**config.mk**
```make
export PLATFORM = sky130hd
export DESIGN_NAME = irq_controller
export DESIGN_NICKNAME = d
export VERILOG_FILES = /design/src/rtl/irqc_pkg.sv /design/src/rtl/irq_controller_edge_detect.sv /design/src/rtl/irq_controller.sv
export SDC_FILE = /design/constraint.sdc
export NUM_CORES = 1
export LEC_CHECK = 0
export BUFFER_PORTS_ARGS = -buffer_cell sky130_fd_sc_hd__buf_2
export CAP_MARGIN = 25
export CORE_MARGIN = 1.5
export CORE_UTILIZATION = 30
export DETAILED_ROUTE_END_ITERATION = 8
export GPL_TIMING_DRIVEN = 0
export PLACE_DENSITY = 0.47
export SETUP_SLACK_MARGIN = 0.4
export SLEW_MARGIN = 10
export SYNTH_ARGS = -nofsm -noshare
export SYNTH_HDL_FRONTEND = slang
export SYNTH_SLANG_ARGS = --single-unit
```
**constraint.sdc**
```tcl
create_clock -name clk -period 2.4 [get_ports clk]
set_input_delay 0.6 -clock clk [delete_from_list [all_inputs] [get_ports clk]]
set_output_delay 0.6 -clock clk [all_outputs]
set_load 0.05 [all_outputs]
```
**src/rtl/irqc_pkg.sv**
```systemverilog
// Shared constants and types for the interrupt controller.
package irqc_pkg;

  localparam int unsigned CODE_W = 3;

  localparam logic [1:0] ADDR_MASK = 2'd0;
  localparam logic [1:0] ADDR_PEND = 2'd1;
  localparam logic [1:0] ADDR_STAT = 2'd2;
  localparam logic [1:0] ADDR_CTRL = 2'd3;

  localparam int unsigned STAT_INSERV_BIT = 7;

  typedef enum logic [1:0] {
    IDLE,
    INJECT,
    IN_SERVICE
  } irqc_state_e;

endpackage

```
**src/rtl/irq_controller_edge_detect.sv**
```systemverilog
// Per-source rising-edge detector; IRQ_SYNC_EN adds a 2-flop synchronizer in front.
module irq_edge_detect #(
  parameter int unsigned N_SRC = 7
) (
  input  logic             clk,
  input  logic             reset,
  input  logic [N_SRC-1:0] irq_in,
  output logic [N_SRC-1:0] irq_rise
);

  logic [N_SRC-1:0] irq_s;
  logic [N_SRC-1:0] prev_q;

`ifdef IRQ_SYNC_EN
  logic [N_SRC-1:0] sync1_q;
  logic [N_SRC-1:0] sync2_q;

  always_ff @(posedge clk) begin
    if (reset) begin
      sync1_q <= '0;
      sync2_q <= '0;
    end else begin
      sync1_q <= irq_in;
      sync2_q <= sync1_q;
    end
  end

  assign irq_s = sync2_q;
`else
  assign irq_s = irq_in;
`endif

  // History resets to 0 so a line already high out of reset counts as one edge.
  always_ff @(posedge clk) begin
    if (reset) begin
      prev_q <= '0;
    end else begin
      prev_q <= irq_s;
    end
  end

  assign irq_rise = irq_s & ~prev_q;

endmodule

```
**src/rtl/irq_controller.sv**
```systemverilog
// Interrupt controller: edge-latched pending bits, mask, GIE, one-cycle code injection.
// Optional macro IRQ_SYNC_EN enables input synchronizers in irq_edge_detect.
module irq_controller
  import irqc_pkg::*;
#(
  parameter int unsigned N_SRC = 7
) (
  input  logic              clk,
  input  logic              reset,
  input  logic [N_SRC-1:0]  irq_in,
  input  logic              cpu_ready,
  input  logic              reti,
  input  logic              cfg_we,
  input  logic [1:0]        cfg_addr,
  input  logic [7:0]        cfg_wdata,
  output logic [7:0]        cfg_rdata,
  output logic [CODE_W-1:0] irq_code,
  output logic              in_service
);

  irqc_state_e       state_q, state_d;
  logic [N_SRC-1:0]  mask_q, mask_d;
  logic [N_SRC-1:0]  pend_q, pend_d;
  logic              gie_q, gie_d;
  logic [CODE_W-1:0] code_q, code_d;
  logic [CODE_W-1:0] active_q, active_d;

  logic [N_SRC-1:0]  irq_rise;
  logic [N_SRC-1:0]  elig;
  logic [CODE_W-1:0] win;
  logic              fire;
  logic [N_SRC-1:0]  fire_clr;
  logic              unused_wdata;

  irq_edge_detect #(
    .N_SRC (N_SRC)
  ) u_edge (
    .clk      (clk),
    .reset    (reset),
    .irq_in   (irq_in),
    .irq_rise (irq_rise)
  );

  assign elig = pend_q & mask_q;

  // Lowest eligible index wins.
  always_comb begin
    win = '0;
    for (int k = int'(N_SRC) - 1; k >= 0; k--) begin
      if (elig[k]) begin
        win = CODE_W'(k);
      end
    end
  end

  assign fire     = (state_q == IDLE) && gie_q && cpu_ready && (|elig);
  assign fire_clr = fire ? (N_SRC'(1) << win) : '0;

  always_comb begin
    state_d  = state_q;
    code_d   = '0;
    active_d = active_q;
    unique case (state_q)
      IDLE: begin
        if (fire) begin
          state_d  = INJECT;
          code_d   = win + CODE_W'(1);
          active_d = win + CODE_W'(1);
        end
      end
      INJECT: begin
        state_d = IN_SERVICE;
      end
      IN_SERVICE: begin
        if (reti) begin
          state_d  = IDLE;
          active_d = '0;
        end
      end
      default: begin
        state_d = IDLE;
      end
    endcase
  end

  // New edges are OR-ed in last so a set beats a same-cycle W1C.
  always_comb begin
    mask_d = mask_q;
    gie_d  = gie_q;
    pend_d = pend_q & ~fire_clr;
    if (cfg_we) begin
      unique case (cfg_addr)
        ADDR_MASK: mask_d = cfg_wdata[N_SRC-1:0];
        ADDR_PEND: pend_d = pend_d & ~cfg_wdata[N_SRC-1:0];
        ADDR_CTRL: gie_d  = cfg_wdata[0];
        default:   ;
      endcase
    end
    pend_d = pend_d | irq_rise;
  end

  always_ff @(posedge clk) begin
    if (reset) begin
      state_q  <= IDLE;
      mask_q   <= '0;
      pend_q   <= '0;
      gie_q    <= 1'b0;
      code_q   <= '0;
      active_q <= '0;
    end else begin
      state_q  <= state_d;
      mask_q   <= mask_d;
      pend_q   <= pend_d;
      gie_q    <= gie_d;
      code_q   <= code_d;
      active_q <= active_d;
    end
  end

  assign irq_code   = code_q;
  assign in_service = (state_q != IDLE);

  always_comb begin
    cfg_rdata = '0;
    unique case (cfg_addr)
      ADDR_MASK: cfg_rdata[N_SRC-1:0] = mask_q;
      ADDR_PEND: cfg_rdata[N_SRC-1:0] = pend_q;
      ADDR_STAT: begin
        cfg_rdata[STAT_INSERV_BIT] = in_service;
        cfg_rdata[CODE_W-1:0]      = active_q;
      end
      ADDR_CTRL: cfg_rdata[0] = gie_q;
      default:   ;
    endcase
  end

  assign unused_wdata = ^cfg_wdata[7:N_SRC];

endmodule

```
Yosys cells after proc, flatten, opt, wreduce, memory -nomap -nowiden
Index checks and enable logic that the tools add are counted.

Add/subtract/negate cells: 1. Eq/ne operators: 7. Shift-type cells: 1. Multiplexer cells: 20. Bitwise gates (word level): 10. Reductions and logical operators: 13.

Operator list (number): bitwise AND 7 bit (4); 2-to-1 mux 3 bit (9); 2-to-1 mux 7 bit (3); NOT 7 bit (3); case mux 2 bit (3 select lines) (2); case mux 4 bit (2 select lines) (1); bitwise OR 7 bit (1); OR reduction 7 bit (1); << shifter 1 x 3 -> 7 bit (first input constant) (1); == test 2 bit (second input constant) (3); case mux 3 bit (2 select lines) (1); AND reduction 2 bit (3); == test 2 x 1 -> 1 bit (second input constant) (2); zero test 2 bit (2); 2-to-1 mux 2 bit (2); inequality test 2 bit (second input constant) (2); case mux 1 bit (4 select lines) (1); nonzero test 2 bit (2); adder 3 x 1 -> 3 bit (second input constant) (1); logical AND 1 bit (3); AND reduction 3 bit (1); OR reduction 3 bit (1); NOT 1 bit (2); 2-to-1 mux 1 bit (1).

Register bits: 30. Input port bits: 22. Output and inout port bits: 12. Word-level logic and storage cells: 59.

Logic depth before layout (Yosys ltp)
Depth in word-level cells: 16. Mapped depth: 8. Depth with buffers taken out: 8.

Hierarchy
A second synthesis with hierarchy kept.

Cell total of the unflattened synthesis: 160. Area total of the unflattened synthesis: 1427.6 um2.

By module, submodules not included: irq_controller (times used 1, cells each 139, area each 1199.9 um2, sequential area each 460.4 um2); irq_edge_detect (times used 1, cells each 21, area each 227.7 um2, sequential area each 140.1 um2).

Worst setup path after synthesis
No wires, ideal clock.

Kind: input port to output port. Start: input port cfg_addr[1]. End: output port cfg_rdata[1]. Arrival time: 2.098 ns. Data required time: 1.800 ns. Path slack: -0.298 ns. Cell stages on the path: 3. Cell sequence: clkbuf_1 -> mux2i_1 -> o21ai_0.

Word-level cells in the longest chain between the ends: 2. Elaborated cells on any way between the ends: 4. Those cells by class: 2 x eq/ne; 1 x mux; 1 x reduce/logical.

Ends and longest elaborated chain: from (decl) (line irq_controller.sv:14) `input logic [1:0] cfg_addr,`; == test 2 bit (tied with other cells) (line irq_controller.sv:125) `unique case (cfg_addr)`; case mux 2 bit (3 select lines) (*) (line irq_controller.sv:125); to (decl) (line irq_controller.sv:16) `output logic [7:0] cfg_rdata,`.

Every way passes the cells marked *; elsewhere a longest branch is shown, timed or not.

Worst setup path in the final report
Start: input port cfg_addr[0]. End: output port cfg_rdata[0].

Word-level cells in the longest chain between the ends: 2. Elaborated cells on any way between the ends: 5. Those cells by class: 3 x eq/ne; 1 x mux; 1 x reduce/logical.

Ends and longest elaborated chain (line): == test 2 bit (tied with other cells) (irq_controller.sv:125); case mux 1 bit (4 select lines) (*) (irq_controller.sv:125).

Marked as above.

==> impl_metrics.json <==
{
  "rows": 24,
  "r2r_slack_ps": 540,
  "layout_setup_ws_ps": 342.0,
  "finClkSkew_ps": 7.602,
  "powerDensity_nw_per_um2": 601.2,
  "grt_start_max_net_pins": 11,
  "switching_power_uw": 289.9,
  "ys_seq_area_frac": 0.4274,
  "synthMuxAreaShare": 0.1229,
  "crit_path_cell_trace": "buf_8 > buf_8 > mux4_2 > buf_8",
  "drcViolationCount": 3,
  "die_h_um": 71.44,
  "p_int_uw": 821.9,
  "grt.met2_usage": 0.2378,
  "area_growth_pct": 31.61,
  "cts_hold_buf": 0,
  "combPwrFrac": 0.139,
  "synth_fa_ha_area_frac": 0.04452,
  "drive_gt1_frac": 0.2800,
  "violations": "DRC",
  "die_x_um": 71.44,
  "place_congestion": 0.8271,
  "path_buf_inv": 3,
  "path_max_fanout": 4,
  "syn_avg_cell_area_um2": 8.950,
  "finalNonFillerCells": 252,
  "grt_pass1_vias": 1208,
  "cpMostUsedCell": "buf_8",
  "cp_top_family": "multiplexers",
  "grt_pass1_wl_mm": 5.913,
  "synthSimpleGateAreaFrac": 0.2110,
  "slew_headroom": 0.6102,
  "use_met3": 0.04923,
  "die_area_um2": 5103,
  "multi_input_area_um2": 769.5,
  "cts_buffers": 5,
  "grt_use_met1": 0.1923,
  "required_ps": 1800,
  "floorplan.initialDensity": 0.3162,
  "hp-class": "reg2reg",
  "io_buffer_count": 32,
  "synth_xor_area_frac": 0,
  "crit_path_end_kind": "output pin",
  "nets": 226,
  "grt_overflow": 0,
  "status": "complete, but fails checks",
  "core_area_um2": 4444,
  "yosysTopAreaCellShare": 0.4274,
  "critPathLaunchType": "primary input",
  "ant_nets": 0,
  "routed_wl_mm": 3.537,
  "clock-root-buffer": "clkbuf_8",
  "leakagePower_nw": 0.8142,
  "tns_ps": 0,
  "top_usage_layer": "met2",
  "ios": 34,
  "finalPower_mw": 1.112,
  "place_inst": 241,
  "hpwl_mm": 2.691,
  "crit_slowest_cell": "mux4_2",
  "cap_viol_max_count": 0,
  "post-route-min-period_ps": 2058,
  "netlist_area_um2": 1405,
  "cts_max_path_buffers": 2,
  "cts_sinks": 30,
  "synth_top_family_by_area": "simple AND/OR/NAND/NOR gates",
  "avgViaCountPerCell": 4.929,
  "yosys.area.top_type": "dfxtp_1",
  "track_usage": 0.1513,
  "num_vias": 1242,
  "ys_ff_latch": 30,
  "slowest_delay_ps": 520,
  "p_seq_frac": 0.488,
  "finalSetupViolations": 0,
  "dr.first_iter.drc_count": 53,
  "cts_tree": "built",
  "critPathKind": "in2out",
  "switching_share": 0.2607,
  "ctsHtreeMaxLevel": 2,
  "ys_types": 33,
  "ys_warn_count": 0,
  "post-route-period-util": 0.8575,
  "dp_slack_ps": 194.7,
  "hold_viol": 0,
  "antenna_found_initial": 0,
  "num-fill-cells": 469,
  "ir_drop_uv": 297.6,
  "arrival_ps": 1460,
  "rsz0062_at_grt": "true",
  "drv_slew": 0,
  "p_clk_frac": 0.373,
  "fmax_mhz": 485.9,
  "synth_compound_area_frac": 0.1469,
  "hold_slack_ps": 414.8,
  "regArea_um2": 600.6,
  "num_antenna_cells": 0,
  "clock_latency_ps": 280,
  "synthCells": 157,
  "clk_pin_slew_worst_paths_ps": 60,
  "syn-num-nets": 184,
  "tightest_slew_ps": 576.8,
  "synth.area.top_cells": "dfxtp_1 (43%), mux2i_1 (11%), nand2b_1 (5.3%), o21ai_0 (5.0%), nor2_1 (4.5%)",
  "drt_pre_antenna_iters": 6,
  "avgRoutedWirePerCell_um": 14.04
}
## sequential cells by signal (all words and copies together), names as in the netlist
| name | flops |
|---|---|
| active_q | 3 |
| gie_q | 1 |
| pend_q | 7 |
| mask_q | 7 |
| irq_code | 3 |
| state_q | 2 |
| u_edge.prev_q | 7 |
## worst register-to-register path, cell delays in order, from the launching register on
cell and delay (ps):
dfxtp_1 360, a22oi_1 330, nand2_1 120, and2_1 200
ha_1 200, ha_1 170, a221oi_1 320, a21o_1 120
## synth_stat cells, drive strengths merged
library cell / n
nand4bb: 1
a31oi: 2
a311oi: 1
inv: 11
a21oi: 6
nor4bb: 1
and3b: 2
o21ai: 14
nand3: 2
nand2b: 12
a311o: 1
and2: 2
a222oi: 1
nor2: 17
buf: 2
nor2b: 2
nand2: 11
clkbuf: 4
ha: 5
o2bb2ai: 2
nor3b: 1
a32o: 1
a22oi: 2
nand4: 1
nand3b: 1
o22ai: 1
a21o: 1
a221oi: 1
dfxtp: 30
or2: 1
or2b: 2
mux4: 1
mux2i: 15
## per-layer routing
metal | part of all wire | vias up
met5 | 0 | -
met1 | 0.44 | 571
met2 | 0.46 | 38
li1 | - | 625
met4 | 0.020 | 0
met3 | 0.078 | 8
## cell type report
class | count | area share
clock buffer | 7 | 0.04668
buffer | 6 | 0.02503
multi-input combinational | 110 | 0.4161
clock inverter | 1 | 0.002706
timing repair buffer | 35 | 0.1272
sequential | 30 | 0.3248
inverter | 11 | 0.02233
tap | 52 | 0.03518
## per-stage QoR
stage	cell area, um2	utilization
final	1849	0.4161
after floorplan	1428	-
after global routing	1849	0.4161
after CTS	1813	0.4079
after global placement	1653	0.3719
after detailed placement	1653	0.3719
## power groups by stage
stage | registers [mW] | logic, mW | clock network, mW
2_1_floorplan | 0.545 | 0.0929 | 0
3_3_place_gp | 0.551 | 0.134 | 0
3_5_place_dp | 0.553 | 0.137 | 0
4_1_cts | 0.542 | 0.150 | 0.429
5_1_grt | 0.545 | 0.170 | 0.459
6_report | 0.543 | 0.155 | 0.415
## cell families after synthesis
kind of cell    Yosys count
compound gates           33
fa+ha+maj                 5
buf+inv                  17
flops                    30
mux                      16
simple gates             56
## what timing repair did
action                                  in CTS  in global routing
endpoints found under the setup margin       4                 16
hold endpoints to repair                     0                  0
resized for setup                           14                 15
gates cloned                                 0                  0
setup buffers                                3                  0
## worst paths after layout
| check | endpoint | cells after the start | start |
|---|---|---|---|
| max | cfg_rdata[0] | 4 | cfg_addr[0] |
| min reg2reg | pend_q[6] | 1 | u_edge.prev_q[6] |
| min | pend_q[6] | 1 | u_edge.prev_q[6] |
| max reg2reg | pend_q[3] | 7 | pend_q[3] |
## placed cells by master, fill, tap and decap left out, types with 2 or more instances in the layout
cell       netlist  final
clkbuf_8         0      6
a21oi_1          6      6
dfxtp_1         30     30
buf_2            2     24
nand3_1          2      2
nand2b_1        12     12
a22oi_1          2      2
o21ai_0         14     12
nor2_1          17     14
mux2i_2          0      2
buf_4            0      6
inv_1           11     11
nand2_1         11     11
buf_6            0      4
ha_1             5      5
o2bb2ai_1        2      2
nor2_2           0      3
o21ai_2          0      2
and2_1           2      2
or2b_1           2      2
clkbuf_1         4      4
mux2i_1         15     13
and3b_1          2      2
buf_8            0      4
Note: power is estimated with default switching activity, not from simulation.
